===== src/rtl/adder_arb_pkg.sv =====
// adder_arb_pkg: shared slot-state and requester-id types for the arbitrated adder.
`default_nettype none

package adder_arb_pkg;

   typedef enum logic {
      ST_EMPTY = 1'b0,
      ST_FULL  = 1'b1
   } state_e;

   typedef enum logic {
      REQ0 = 1'b0,
      REQ1 = 1'b1
   } req_id_e;

   function automatic req_id_e other_req(input req_id_e id);
      return (id == REQ0) ? REQ1 : REQ0;
   endfunction

endpackage

`default_nettype wire


===== src/rtl/adder_arb_if.sv =====
// adder_arb_if: two-requester operand/response handshake bundle for adder_arb.
`default_nettype none

interface adder_arb_if #(
   parameter int WIDTH = 32
);
   logic             i_req0_valid;
   logic             i_req1_valid;
   logic             o_req0_ready;
   logic             o_req1_ready;
   logic [WIDTH-1:0] i_req0_a;
   logic [WIDTH-1:0] i_req0_b;
   logic [WIDTH-1:0] i_req1_a;
   logic [WIDTH-1:0] i_req1_b;
   logic             o_rsp0_valid;
   logic             o_rsp1_valid;
   logic             i_rsp0_ready;
   logic             i_rsp1_ready;
   logic [WIDTH-1:0] o_rsp_sum;

   modport slave (
      input  i_req0_valid, i_req1_valid,
      output o_req0_ready, o_req1_ready,
      input  i_req0_a, i_req0_b, i_req1_a, i_req1_b,
      output o_rsp0_valid, o_rsp1_valid,
      input  i_rsp0_ready, i_rsp1_ready,
      output o_rsp_sum
   );

   modport master (
      output i_req0_valid, i_req1_valid,
      input  o_req0_ready, o_req1_ready,
      output i_req0_a, i_req0_b, i_req1_a, i_req1_b,
      input  o_rsp0_valid, o_rsp1_valid,
      output i_rsp0_ready, i_rsp1_ready,
      input  o_rsp_sum
   );

endinterface

`default_nettype wire


===== src/rtl/adder_arb_csadd.sv =====
// adder_arb_csadd: carry-select adder; upper half precomputed for both carry-ins, carry-out dropped.
`default_nettype none

module adder_arb_csadd #(
   parameter int WIDTH = 32
) (
   input  wire logic [WIDTH-1:0] a_i,
   input  wire logic [WIDTH-1:0] b_i,
   output logic      [WIDTH-1:0] sum_o
);

   localparam int HALF = WIDTH / 2;

   logic [HALF:0]   lo_w;
   logic [HALF-1:0] hi0_w;
   logic [HALF-1:0] hi1_w;

   assign lo_w  = {1'b0, a_i[HALF-1:0]} + {1'b0, b_i[HALF-1:0]};
   assign hi0_w = a_i[WIDTH-1:HALF] + b_i[WIDTH-1:HALF];
   assign hi1_w = a_i[WIDTH-1:HALF] + b_i[WIDTH-1:HALF] + HALF'(1);

   assign sum_o = {(lo_w[HALF] ? hi1_w : hi0_w), lo_w[HALF-1:0]};

endmodule

`default_nettype wire


===== src/rtl/adder_arb.sv =====
// adder_arb: one shared adder time-multiplexed between two round-robin requesters,
// with a single registered result slot that can drain and refill in the same cycle.
`default_nettype none

module adder_arb
   import adder_arb_pkg::*;
#(
   parameter int WIDTH = 32
) (
   input wire logic   i_clk,
   input wire logic   i_reset_n,
   adder_arb_if.slave bus
);

   state_e           state_q, state_d;
   req_id_e          owner_q, owner_d;
   req_id_e          last_q, last_d;
   logic [WIDTH-1:0] sum_q, sum_d;

   req_id_e          grant_w;
   logic             any_w;
   logic             drain_w;
   logic             free_w;
   logic             ready0_w;
   logic             ready1_w;
   logic             accept_w;
   logic [WIDTH-1:0] op_a_w;
   logic [WIDTH-1:0] op_b_w;
   logic [WIDTH-1:0] add_w;

   always_comb begin
      grant_w = REQ0;
      if (bus.i_req1_valid && !bus.i_req0_valid) begin
         grant_w = REQ1;
      end else if (bus.i_req0_valid && bus.i_req1_valid) begin
         grant_w = other_req(last_q);
      end
   end

   assign any_w   = bus.i_req0_valid | bus.i_req1_valid;
   // Only the owner's ready can drain the slot; the other response ready is ignored.
   assign drain_w = (state_q == ST_FULL) &&
                    ((owner_q == REQ0) ? bus.i_rsp0_ready : bus.i_rsp1_ready);
   assign free_w  = (state_q == ST_EMPTY) || drain_w;

   assign ready0_w = i_reset_n && free_w && bus.i_req0_valid && (grant_w == REQ0);
   assign ready1_w = i_reset_n && free_w && bus.i_req1_valid && (grant_w == REQ1);
   assign accept_w = any_w && (ready0_w || ready1_w);

   assign op_a_w = (grant_w == REQ0) ? bus.i_req0_a : bus.i_req1_a;
   assign op_b_w = (grant_w == REQ0) ? bus.i_req0_b : bus.i_req1_b;

   adder_arb_csadd #(
      .WIDTH (WIDTH)
   ) u_add (
      .a_i   (op_a_w),
      .b_i   (op_b_w),
      .sum_o (add_w)
   );

   always_comb begin
      state_d = state_q;
      owner_d = owner_q;
      last_d  = last_q;
      sum_d   = sum_q;
      if (accept_w) begin
         state_d = ST_FULL;
         owner_d = grant_w;
         last_d  = grant_w;
         sum_d   = add_w;
      end else if (drain_w) begin
         state_d = ST_EMPTY;
      end
   end

   always_ff @(posedge i_clk or negedge i_reset_n) begin
      if (!i_reset_n) begin
         state_q <= ST_EMPTY;
         owner_q <= REQ0;
         last_q  <= REQ1;
         sum_q   <= '0;
      end else begin
         state_q <= state_d;
         owner_q <= owner_d;
         last_q  <= last_d;
         sum_q   <= sum_d;
      end
   end

   assign bus.o_req0_ready = ready0_w;
   assign bus.o_req1_ready = ready1_w;
   assign bus.o_rsp0_valid = (state_q == ST_FULL) && (owner_q == REQ0);
   assign bus.o_rsp1_valid = (state_q == ST_FULL) && (owner_q == REQ1);
   assign bus.o_rsp_sum    = sum_q;

endmodule

`default_nettype wire


===== src/flat_wrapper.sv =====
// flat-port wrapper written by rule: the top's interface ports become plain ports
module adder_arb_flat import adder_arb_pkg::*;
#(
   parameter int WIDTH = 32
)
  (i_clk, i_reset_n, bus_i_req0_valid, bus_i_req1_valid, bus_o_req0_ready, bus_o_req1_ready, bus_i_req0_a, bus_i_req0_b, bus_i_req1_a, bus_i_req1_b, bus_o_rsp0_valid, bus_o_rsp1_valid, bus_i_rsp0_ready, bus_i_rsp1_ready, bus_o_rsp_sum);
  adder_arb_if #(.WIDTH(WIDTH)) bus_i ();
  input wire logic i_clk;
  input wire logic i_reset_n;
  input wire logic [$bits(bus_i.i_req0_valid)-1:0] bus_i_req0_valid;
  input wire logic [$bits(bus_i.i_req1_valid)-1:0] bus_i_req1_valid;
  output wire logic [$bits(bus_i.o_req0_ready)-1:0] bus_o_req0_ready;
  output wire logic [$bits(bus_i.o_req1_ready)-1:0] bus_o_req1_ready;
  input wire logic [$bits(bus_i.i_req0_a)-1:0] bus_i_req0_a;
  input wire logic [$bits(bus_i.i_req0_b)-1:0] bus_i_req0_b;
  input wire logic [$bits(bus_i.i_req1_a)-1:0] bus_i_req1_a;
  input wire logic [$bits(bus_i.i_req1_b)-1:0] bus_i_req1_b;
  output wire logic [$bits(bus_i.o_rsp0_valid)-1:0] bus_o_rsp0_valid;
  output wire logic [$bits(bus_i.o_rsp1_valid)-1:0] bus_o_rsp1_valid;
  input wire logic [$bits(bus_i.i_rsp0_ready)-1:0] bus_i_rsp0_ready;
  input wire logic [$bits(bus_i.i_rsp1_ready)-1:0] bus_i_rsp1_ready;
  output wire logic [$bits(bus_i.o_rsp_sum)-1:0] bus_o_rsp_sum;
  assign bus_i.i_req0_valid = bus_i_req0_valid;
  assign bus_i.i_req1_valid = bus_i_req1_valid;
  assign bus_o_req0_ready = bus_i.o_req0_ready;
  assign bus_o_req1_ready = bus_i.o_req1_ready;
  assign bus_i.i_req0_a = bus_i_req0_a;
  assign bus_i.i_req0_b = bus_i_req0_b;
  assign bus_i.i_req1_a = bus_i_req1_a;
  assign bus_i.i_req1_b = bus_i_req1_b;
  assign bus_o_rsp0_valid = bus_i.o_rsp0_valid;
  assign bus_o_rsp1_valid = bus_i.o_rsp1_valid;
  assign bus_i.i_rsp0_ready = bus_i_rsp0_ready;
  assign bus_i.i_rsp1_ready = bus_i_rsp1_ready;
  assign bus_o_rsp_sum = bus_i.o_rsp_sum;
  adder_arb #(.WIDTH(WIDTH)) u_core (.i_clk(i_clk), .i_reset_n(i_reset_n), .bus(bus_i));
endmodule

===== config.mk =====
export PLATFORM = sky130hd
export DESIGN_NAME = adder_arb_flat
export DESIGN_NICKNAME = d
export VERILOG_FILES = /design/src/rtl/adder_arb_pkg.sv /design/src/rtl/adder_arb_if.sv /design/src/rtl/adder_arb_csadd.sv /design/src/rtl/adder_arb.sv /design/src/flat_wrapper.sv
export SDC_FILE = /design/constraint.sdc
export NUM_CORES = 1
export LEC_CHECK = 0
export BUFFER_PORTS_ARGS = -buffer_cell sky130_fd_sc_hd__buf_2
export CAP_MARGIN = 20
export CORE_MARGIN = 2
export CORE_UTILIZATION = 49
export DETAILED_ROUTE_END_ITERATION = 6
export GPL_TIMING_DRIVEN = 0
export PLACE_DENSITY_LB_ADDON = 0.08
export SETUP_SLACK_MARGIN = 0.02
export SYNTH_ARGS = -nofsm -noshare
export SYNTH_HDL_FRONTEND = slang
export SYNTH_SLANG_ARGS = --single-unit

===== constraint.sdc =====
create_clock -name i_clk -period 5.4 [get_ports i_clk]
set_input_delay 0.81 -clock i_clk [delete_from_list [all_inputs] [get_ports i_clk]]
set_output_delay 0.81 -clock i_clk [all_outputs]
set_load 0.02 [all_outputs]

======== After elaboration in Yosys (flattened, before gate mapping) ========
Index checks and enable logic that the tools add are counted.
operators by class
  add/subtract/negate cells ............... 3
  multiplexer cells ....................... 9
  bitwise gates (word level) .............. 4
  reduce and logical (&&, ||, !) cells .... 15
operators with widths
  kind                     count
  $mux W32                 2
  $add A16 B16 Y17         1
  $add A16 B1 Y16 const B  1
  $add A16 B16 Y16         1
  $mux W16                 1
  $logic_and A1 B1 Y1      11
  $mux W1                  6
  $not A1 Y1               3
  $logic_or A1 B1 Y1       2
  $reduce_bool A2 Y1       1
  $logic_not A1 Y1         1
  $or A1 B1 Y1             1
word-level totals
  register bits ........................... 35
  bits of input ports ..................... 134
  output and inout port bits .............. 36
  word-level logic and storage cells ...... 35

======== Logic depth before layout (Yosys ltp) ========
Gate-level depths: netlist of run 1.
  depth in word-level cells ............... 9
  depth in mapped cells ................... 14
  mapped depth without buffers ............ 12

======== Cells and area by module ========
From an unflattened synthesis of run 1, not the netlist that was laid out.
second synthesis, totals
  cells, all modules ...................... 386
  area total of the unflattened synthesis .. 4068.9 um^2
modules (own cells, without submodules)
  module           times used  cells each  area each (um^2)  seq. area each (um^2)
  adder_arb        1           158         2284.7            877.1
  adder_arb_csadd  1           228         1784.2            0.0

======== Least setup slack after synthesis of run 1 ========
No wires, ideal clock.
  path kind ............................... input -> register
  start ................................... input port bus_i_req1_valid
  end ..................................... register u_core.sum_q[30] (netlist: u_core.bus.o_rsp_sum[30])
  setup time .............................. 124 ps
  arrival time ............................ 4441 ps
  required time ........................... 5276 ps
  slack ................................... 835 ps
  stages on the path ...................... 14
  path buffers ............................ 2
  cell sequence ........................... a21boi_0 clkbuf_1 clkbuf_1 mux2_2 ha_1 fa_1 a211oi_1 or2_4 a22oi_4 xnor2_2 nor4_4 nand3_2 o31a_1 o31a_1
between the ends
  word-level cells in the longest chain between the ends .. 7
  elaborated cells on any way between the ends .. 17
  those cells by class .................... add/sub (3); mux (5); bitwise (2); reduce/logical (7)
RTL lines
  what                                                     RTL line                                                       source
  start, declared                                          flat_wrapper.sv:11                                             input wire logic [$bits(bus_i.i_req1_valid)-1:0] bus_i_req1_valid;
  $logic_and A1 B1 Y1                                      adder_arb.sv:35                                                end else if (bus.i_req0_valid && bus.i_req1_valid) begin
  $mux W1                                                  adder_arb.sv:35
  $mux W1                                                  adder_arb.sv:33                                                if (bus.i_req1_valid && !bus.i_req0_valid) begin
  $mux W32, or another cell as far along                   adder_arb.sv:50                                                assign op_a_w = (grant_w == REQ0) ? bus.i_req0_a : bus.i_req1_a;
  $add A16 B16 Y16 or $logic_and A1 B1 Y1 (tied branches)  adder_arb_csadd.sv:19, adder_arb_csadd.sv:20, adder_arb.sv:46
  $add A16 B1 Y16 or $logic_or A1 B1 Y1 (tied branches)    adder_arb_csadd.sv:20, adder_arb.sv:48
  $mux W16 or $logic_and A1 B1 Y1 (tied branches)          adder_arb_csadd.sv:22, adder_arb.sv:48
  end signal, assigned                                     adder_arb.sv:86                                                sum_q <= sum_d;
  end, declared                                            adder_arb.sv:18                                                logic [WIDTH-1:0] sum_q, sum_d;
Several ways; a longest one is shown, not always the timed one.
A chain may end at the register's enable or synchronous reset.

======== Final worst setup path of run 1 ========
  start ................................... input port bus_i_req0_valid
  end ..................................... register u_core.sum_q[30] (netlist: u_core.bus.o_rsp_sum[30])
between the ends
  word-level cells in the longest chain between the ends .. 7
  elaborated cells on any way between the ends .. 18
  those cells by class .................... add/sub (3); mux (5); bitwise (2); reduce/logical (8)
RTL lines
  what                                                     RTL line                                                       source
  start, declared                                          flat_wrapper.sv:10                                             input wire logic [$bits(bus_i.i_req0_valid)-1:0] bus_i_req0_valid;
  $logic_and A1 B1 Y1 or $logic_not A1 Y1 (tied branches)  adder_arb.sv:35, adder_arb.sv:33
  $mux W1 or $logic_and A1 B1 Y1 (tied branches)           adder_arb.sv:35, adder_arb.sv:33
  $mux W1                                                  adder_arb.sv:33
  $mux W32, or another cell as far along                   adder_arb.sv:50
  $add A16 B16 Y16 or $logic_and A1 B1 Y1 (tied branches)  adder_arb_csadd.sv:19, adder_arb_csadd.sv:20, adder_arb.sv:46
  $add A16 B1 Y16 or $logic_or A1 B1 Y1 (tied branches)    adder_arb_csadd.sv:20, adder_arb.sv:48
  $mux W16 or $logic_and A1 B1 Y1 (tied branches)          adder_arb_csadd.sv:22, adder_arb.sv:48
Several ways; a longest one is shown, not always the timed one.

==> results of run 1 <==
-- cell type report --
type	count	area share [%]
plain buffers	17	1.38
clock buffers	7	1.53
clock inverters	1	0.100
inverters	6	0.450
multi-input cells	383	59.6
flip-flops and latches	35	17.5
well taps	102	2.55
repair buffers	169	16.9
-- registers in the layout, indices dropped and copies added, names as in the netlist --
| signal | flops |
|---|---|
| u_core.bus.o_rsp_sum | 32 |
| u_core.last_q | 1 |
| u_core.owner_q | 1 |
| u_core.state_q | 1 |
-- cells in the mapped netlist (2+ instances only) --
cell type  count
a31oi_1        5
nand3_1       10
or4_1          2
o21ai_0       38
a211oi_1       5
fa_1           2
mux2_2        62
nor2b_1        2
clkbuf_1      15
and2_1         3
nor4_1         4
o31a_1         2
o21bai_1       4
nand2_1       49
nor2_1        18
and3_1         5
xnor2_1       16
o211ai_1       3
inv_1          6
o21a_1         8
nor3_1         7
a21boi_0       2
xor2_1        19
nor3b_1        3
nand4_1        3
nand2_2        2
a21oi_1       27
o21ai_1        2
a21o_1         9
or3_1          3
a211o_1        4
ha_1          32
mux2i_1        5
dfrtp_1       34
o31ai_1        2
-- through the flow --
stage               cells  setup WS (ps)  hold slack (ps)  total power, W
finish                720            307              476         0.00174
detailed placement    712          -13.6              465         0.00157
CTS                   720            273              481         0.00175
floorplan             441            835              470         0.00124
global placement      712            113              457         0.00154
global route          720           45.4              494         0.00188
-- path summary, 6_finish.rpt --
kind | to | slack (ps)
worst max-delay path | u_core.bus.o_rsp_sum[30] | 310
worst min-delay path | u_core.bus.o_rsp_sum[23] | 480
worst max register to register | u_core.bus.o_rsp_sum[30] | 570
worst min register to register | u_core.bus.o_rsp_sum[23] | 480
max in group asynchronous | u_core.bus.o_rsp_sum[12] | 4310
min in group asynchronous | u_core.bus.o_rsp_sum[0] | 590
-- cells by family (layout without fill, tap and decap cells) --
family / count (synthesis) / after routing / share of synthesized area (%)
compound gates: 124 / 124 / 21.6
simple gates: 122 / 122 / 15.6
mux: 67 / 67 / 19.0
xor+xnor: 36 / 36 / 8.18
flops: 35 / 35 / 22.2
fa+ha+maj: 34 / 34 / 11.2
buf+inv: 23 / 200 / 2.31
-- layer usage --
layer	GRT usage [%]	wire length, um
met5	0	0
met4	7.73	173
met3	2.41	600
met2	42.5	5220
met1	26.2	4180
-- worst max-delay path, stage by stage --
cell      delay, ps
buf_2           120
a21boi_0        310
clkbuf_1        480
clkbuf_1        480
mux2_2          410
ha_1            230
fa_1            420
a211oi_1        300
or2_4           200
a22o_1          220
o21bai_1        170
nor4_4          370
nand3_2         160
o31a_1          310
o31a_1          280
-- power by group through the flow --
| stage | Combinational, W | Clock (W) | Sequential (W) |
|---|---|---|---|
| 6_report | 0.00111 | 0.000178 | 0.000452 |
| 5_1_grt | 0.00123 | 0.000190 | 0.000463 |
| 4_1_cts | 0.00112 | 0.000183 | 0.000452 |
| 3_5_place_dp | 0.00111 | 0 | 0.000457 |
| 3_3_place_gp | 0.00108 | 0 | 0.000453 |
| 2_1_floorplan | 0.000655 | 0 | 0.000585 |
==> flow_summary.ini, run 1 <==
[min_path]
hold_depth = 2
hp-class = reg -> reg
min_from = u_core.bus.o_rsp_sum[23]

[pwr]
p_leak_nw = 2.39
clkPwrFrac_pct = 10.2
power_frac_comb_pct = 63.8
power.share.sequential_pct = 26.0
intPower_w = 0.000930
p_sw_w = 0.000808
ir_drop_mv = 0.136
p_sw_share_pct = 46.5
powerDensity_nw_per_um2 = 348

[clock_tree]
cts_tree = done
clkTransAtPathRegs_ps = 70
cts_setup_buffers = 0
cts_sinks = 35
htreeDepth = 2
cts-hold-fix-buffers = 0
clkLatencyLatePin_ps = 290
clockBufferDepth = 2
cts_buffers = 5
cts_resized = 0
cts-root-buf = clkbuf_8

[detailed_routing]
antenna_left = 0
wl_per_cell_um = 14.1
wirelength_um = 10200
via_per_inst = 5.38
drc = 0
drt_iter0_drc = 81
vias = 3877
dr.pass1.iters = 4

[critical_path]
worstSetupEndpointType = flop
cp.required_ps = 5580
timing.rr.start = u_core.last_q
critPathKind = in -> reg
start_kind = input port
cp.arrival_ps = 5270
critPathMaxFanout = 10
startpoint = bus_i_req0_valid
reg2reg_depth = 14

[sta]
rsz0062_at_grt = false
min_period_over_period_pct = 94.3
final_hold_viol_count = 0
max_freq_mhz = 196
fin_crit_ps = 5090
tns_ps = 0
relSlewSlack_pct = 45.7
finalSetupViolCount = 0
tightest_slew_ps = 804
clock_skew_ps = 6.84
report.final.slew_viol_count = 0

[layout]
synthToLayoutAreaGrowth_pct = 26.7
mostFrequentLayoutCells = buf_2, mux2_2, nand2_1
drive_gt1_share_pct = 41.6
mostFrequentLayoutCell = buf_2
fin_util_pct = 64.4
final_area_um2 = 5000
diodes = 0
multi_input_area_um2 = 2980
fin_nets = 785
fill_cells = 678
seqCellArea_um2 = 877

[global_route]
antenna_found_initial = 0
grt_usage_pct = 22.5
grt_max_degree = 38
grt_pass1_wl_um = 16100
grt_pass1_vias = 3655
gr-total-overflow = 0

[synth]
synth_seq_cells = 35
synth_area_leaders = dfrtp_1, mux2_2, ha_1
yosysWarnings = 0
postSynthCellCount = 441
synth_cell_types = 63
ys_seq_area_share_pct = 22.2
syn_avg_cell_area_um2 = 8.95
synth_edf_count = 0
netlist_area_um2 = 3950
synth.largest_area_cell = dfrtp_1
synthFlopType = dfrtp_1
async_reset_ff_share_pct = 100
syn_nets = 609
yosysTopAreaCellShare_pct = 21.6

[placement]
port_buffers = 169
place_congestion = 0.891
placed_area_um2 = 4920
dp_hpwl_um = 8540

[floorplanning]
die_y_um = 93.8
core_area_um2 = 7770
dieArea_um2 = 8790
rows = 32
ios = 170
die_w_um = 93.8
start_util_pct = 50.8

[flow_run]
drv_cap = 0

[run_status]
outcome = finished, final reports clean
Note: power is estimated with default switching activity, not from simulation.
==> run 2: changes to the inputs <==
GPL_TIMING_DRIVEN = unset   (was 0)
==> run 2 against run 1 <==
  * Clock power is essentially flat
  * Global-route usage shrank 1.8 points
  * Core utilization is essentially flat
  * Critical path depth shrank 2
  * Largest cell class unchanged
==> flow_summary.ini, run 2 (synthesis gave the netlist of run 1 again) <==
[run_status]
outcome = finished, final reports clean

[floorplanning]
die_w_um = 93.8
core_area_um2 = 7770
ios = 170
start_util_pct = 50.8
rows = 32
die_y_um = 93.8
dieArea_um2 = 8790

[sta]
tns_ps = 0
tightest_slew_ps = 755
finalSetupViolCount = 0
timing.final.ws_setup_ps = 1110
clock_skew_ps = 4.85
report.final.slew_viol_count = 0
min_period_over_period_pct = 79.4
max_freq_mhz = 233
rsz0062_at_grt = false
final_hold_viol_count = 0
relSlewSlack_pct = 49.0
fin_crit_ps = 4290

[clock_tree]
cts-root-buf = clkbuf_8
cts_resized = 0
cts-hold-fix-buffers = 0
clockBufferDepth = 2
clkTransAtPathRegs_ps = 70
cts_tree = done
cts_buffers = 5
cts_setup_buffers = 0
cts_sinks = 35
htreeDepth = 2
clkLatencyLatePin_ps = 280

[critical_path]
crit_top_cell = o31a_1
slowest_delay_ps = 490
worstPathCellList = buf_2 -> a21boi_4 -> buf_4 -> mux2_2 -> ha_1 -> a211oi_1 -> or2_4 -> a22o_1 -> o21bai_1 -> nor4_4 -> nand3_2 -> o31a_1 -> o31a_1
ff2ff_setup_slack_ps = 1420
cp.required_ps = 5570
timing.rr.end = u_core.bus.o_rsp_sum[30]
cpMaxStageDelayCell = a21boi_4
startpoint = bus_i_req1_valid
critPathMaxFanout = 18
worstSetupEndpointType = flop
critPathKind = in -> reg
endpoint = u_core.bus.o_rsp_sum[30]
reg2reg_depth = 12
start_kind = input port
timing.rr.start = u_core.last_q
cp.arrival_ps = 4450

[placement]
place_ws_ps = 824
place_congestion = 0.841
dp_hpwl_um = 7920
port_buffers = 169

[global_route]
grt_pass1_vias = 3526
gr-total-overflow = 0
grt_pass1_wl_um = 15100
grt_usage_pct = 20.7
grt_max_degree = 63
antenna_found_initial = 0

[layout]
largest_reg_flops = 32
mostFrequentLayoutCell = buf_2
diodes = 0
synthToLayoutAreaGrowth_pct = 26.6
fin_nets = 772
mostFrequentLayoutCells = buf_2, mux2_2, nand2_1
fin_util_pct = 64.4
drive_gt1_share_pct = 43.1

[detailed_routing]
via_per_inst = 5.35
wl_per_cell_um = 13.5
dr.pass1.iters = 4
wirelength_um = 9530
drt_iter0_drc = 77
antenna_left = 0
vias = 3781
drc = 0

[pwr]
power.share.sequential_pct = 25.8
power_frac_comb_pct = 63.8
p_leak_nw = 2.40
intPower_w = 0.000933
ir_drop_mv = 0.150
clkPwrFrac_pct = 10.4
p_sw_w = 0.000799
powerDensity_nw_per_um2 = 347
p_sw_share_pct = 46.1

[min_path]
hp-class = reg -> reg
hold_depth = 2

[flow_run]
drv_cap = 0
[run 2: cell type report]
| type | count | area [um2] |
|---|---|---|
| clock inverter | 1 | 5.00 |
| timing repair buffer | 173 | 888 |
| sequential | 35 | 877 |
| multi-input combinational | 383 | 3000 |
| fill | 679 | 2770 |
| clock buffer | 7 | 76.3 |
| tap | 102 | 128 |
| inverter | 6 | 22.5 |
[run 2: how the worst min path moves through the flow]
stage | startpoint | endpoint | slack [ps]
after global routing | u_core.bus.o_rsp_sum[1] | u_core.bus.o_rsp_sum[1] | 500
after detailed placement | u_core.bus.o_rsp_sum[1] | u_core.bus.o_rsp_sum[1] | 460
final | u_core.bus.o_rsp_sum[23] | u_core.bus.o_rsp_sum[23] | 470
after CTS | u_core.bus.o_rsp_sum[1] | u_core.bus.o_rsp_sum[1] | 480
after global placement | u_core.bus.o_rsp_sum[1] | u_core.bus.o_rsp_sum[1] | 460
after floorplan | u_core.state_q | u_core.state_q | 470
[run 2: power groups by stage]
stage	Clock [W]	Combinational, W	Sequential (W)
5_1_grt	0.000197	0.00121	0.000461
3_5_place_dp	0	0.00111	0.000453
4_1_cts	0.000186	0.00111	0.000448
3_3_place_gp	0	0.00109	0.000447
6_report	0.000180	0.00111	0.000447
2_1_floorplan	0	0.000655	0.000585
[run 2: metrics by stage]
stage | area, um2 | hold slack [ps] | instances | total power [W]
3_3_place_gp | 4920 | 457 | 699 | 0.00153
3_5_place_dp | 4920 | 458 | 699 | 0.00156
5_1_grt | 5000 | 498 | 707 | 0.00187
2_1_floorplan | 3950 | 470 | 441 | 0.00124
6_report | 5000 | 473 | 707 | 0.00173
4_1_cts | 5000 | 475 | 707 | 0.00175
[run 2: layer usage]
metal  wire, um  vias to the layer above  share of wire, %  global-route usage, %
met3        488                        4               5.1                   1.36
met2       4950                      113                52                   41.6
met5          0                        -                 0                      0
met4         82                        0              0.86                   5.56
met1       4010                     1708                42                   23.2
li1           -                     1956                 -                      -
[run 2: worst max-delay path: cells and delay by family]
family	cells	cell delay [ps]
AO/OA/AOI/OAI	6	1760
AND/OR/NAND/NOR	3	670
adder cells (fa/ha/maj)	1	370
multiplexers	1	360
buffers and inverters	2	470
==> run 3: changes to the inputs <==
CORE_UTILIZATION = 44   (was 49)
clock period = 3.77 ns   (was 5.4 ns; I/O delays follow)
==> run 3 against run 2 <==
  * Global-route usage down 0.48 points
  * Non-clock buffer count up 41
  * Critical path type unchanged
  * Clock skew about the same
  * Critical path depth up 1
  * Worst setup slack worse by 880 ps
  * Clock power up 70%
  * Die area up 11%
  * First-iteration DRC count up 71%
  * Clock-buffer cell count unchanged
  * Flip-flop and latch count unchanged
  * Routed wire length up 6.0%
  * Worst hold slack worse by 120 ps
==> flow_summary.ini, run 3 (synthesis gave the netlist of run 1 again) <==
[critical_path]
cpMaxStageDelayCell = fa_2
endpoint = u_core.bus.o_rsp_sum[30]
worstPathCellList = buf_2 -> a21boi_4 -> buf_12 -> mux2_2 -> ha_1 -> fa_2 -> a211oi_2 -> or2_4 -> a22o_1 -> o21ai_0 -> nor3_2 -> nand3_2 -> o31a_1 -> o31a_1
reg2reg_depth = 13
critPathKind = in -> reg
timing.rr.start = u_core.last_q
crit_buf_inv = 2
ff2ff_setup_slack_ps = 250
crit_top_cell = o31a_1
cp.required_ps = 3940
crit_cells = 14
timing.rr.end = u_core.bus.o_rsp_sum[30]
start_kind = input port
slowest_delay_ps = 360
worstSetupEndpointType = flop
startpoint = bus_i_req0_valid
critical_path.top_delay_family = compound AO/OA/AOI/OAI gates
critPathMaxFanout = 10
cp.arrival_ps = 3720

[global_route]
grt_pass1_wl_um = 16800
antenna_found_initial = 0
grt_usage_pct = 20.2
gr-total-overflow = 0
grt_pass1_vias = 3880
grt_max_degree = 37

[floorplanning]
core_area_um2 = 8720
die_w_um = 98.7
dieArea_um2 = 9750
ios = 170
start_util_pct = 45.3
die_y_um = 98.7
rows = 34

[sta]
clock_skew_ps = 4.61
min_period_over_period_pct = 93.9
fin_crit_ps = 3540
final_hold_viol_count = 0
tightest_slew_ps = 710
tns_ps = 0
max_freq_mhz = 282
rsz0062_at_grt = false
finalSetupViolCount = 0
report.final.slew_viol_count = 0
relSlewSlack_pct = 52.5

[clock_tree]
cts_tree = done
cts_buffers = 5
clkLatencyLatePin_ps = 280
clockBufferDepth = 2
clkTransAtPathRegs_ps = 70
htreeDepth = 2
cts_sinks = 35
cts-root-buf = clkbuf_8

[layout]
diodes = 0
largest_reg_flops = 32
drive_gt1_share_pct = 47.5
mostFrequentLayoutCells = buf_2, mux2_2, nand2_1
mostFrequentLayoutCell = buf_2
fin_nets = 813
synthToLayoutAreaGrowth_pct = 35.8
final_cells = 754

[detailed_routing]
vias = 3941
drt_iter0_drc = 132
wirelength_um = 10100
wl_per_cell_um = 13.4
drc = 0
dr.pass1.iters = 4
antenna_left = 0
via_per_inst = 5.23

[placement]
place_congestion = 0.823
port_buffers = 169
dp_hpwl_um = 8550
dp.cells = 744

[min_path]
hp-class = in -> async

[pwr]
total_power_w = 0.00268
powerDensity_nw_per_um2 = 499
ir_drop_mv = 0.167
p_leak_nw = 2.61

[run_status]
outcome = finished, final reports clean

[flow_run]
drv_cap = 0
-- run 3: metal layers --
metal	track usage, %	part of all wire (%)	up-vias	wire length [um]
met1	23.3	42	1774	4240
met3	1.91	5.1	8	511
met4	4.11	0.86	0	87
met2	40.3	52	121	5260
met5	0	0	-	0
li1	-	-	2038	-
-- run 3: worst register-to-register path, delay by kind of cell, from the launching register on --
family | cells | cell delay [ps]
simple gates | 3 | 590
compound gates | 6 | 1300
flops | 1 | 390
buf+inv | 1 | 170
fa+ha+maj | 2 | 590
mux | 1 | 350
-- run 3: how the worst min path moves through the flow --
stage / startpoint / end / slack, ps / cells past startpoint
floorplan: i_reset_n / u_core.bus.o_rsp_sum[0] / 270 / 0
detailed placement: u_core.bus.o_rsp_sum[18] / u_core.bus.o_rsp_sum[18] / 460 / 2
global route: i_reset_n / u_core.bus.o_rsp_sum[31] / 390 / 2
CTS: i_reset_n / u_core.owner_q / 370 / 2
global placement: u_core.bus.o_rsp_sum[25] / u_core.bus.o_rsp_sum[25] / 460 / 2
finish: i_reset_n / u_core.bus.o_rsp_sum[12] / 350 / 2
-- run 3: final cells by class --
| cell class | instances | area [um2] |
|---|---|---|
| clock buffers | 7 | 96.3 |
| clock inverters | 1 | 7.51 |
| fillers | 816 | 3360 |
| inverters | 6 | 22.5 |
| multi-input cells | 383 | 3010 |
| flip-flops and latches | 35 | 877 |
| well taps | 108 | 135 |
| repair buffers | 214 | 1210 |
-- run 3: metrics by stage --
step	worst slack (ps)	area (um2)	hold WS (ps)	util, %
floorplan	26.6	3990	270	-
global placement	-45.3	5240	458	60.1
detailed placement	-107	5240	465	60.1
CTS	179	5340	368	61.2
global route	34.9	5360	388	61.5
finish	229	5360	350	61.5
-- run 3: timing repair --
item / CTS / global route
buffers inserted: 0 / 2
endpoints found under the hold margin: 0 / 0
hold buffers: 0 / 0
gates resized for setup: 0 / 1
setup endpoints to repair: 0 / 7
-- run 3: power breakdown --
| part | internal (W) | switching, W |
|---|---|---|
| logic | 0.000779 | 0.000949 |
| registers | 0.000546 | 0.0000978 |
| clock network | 0.000166 | 0.000139 |
| total | 0.00149 | 0.00119 |
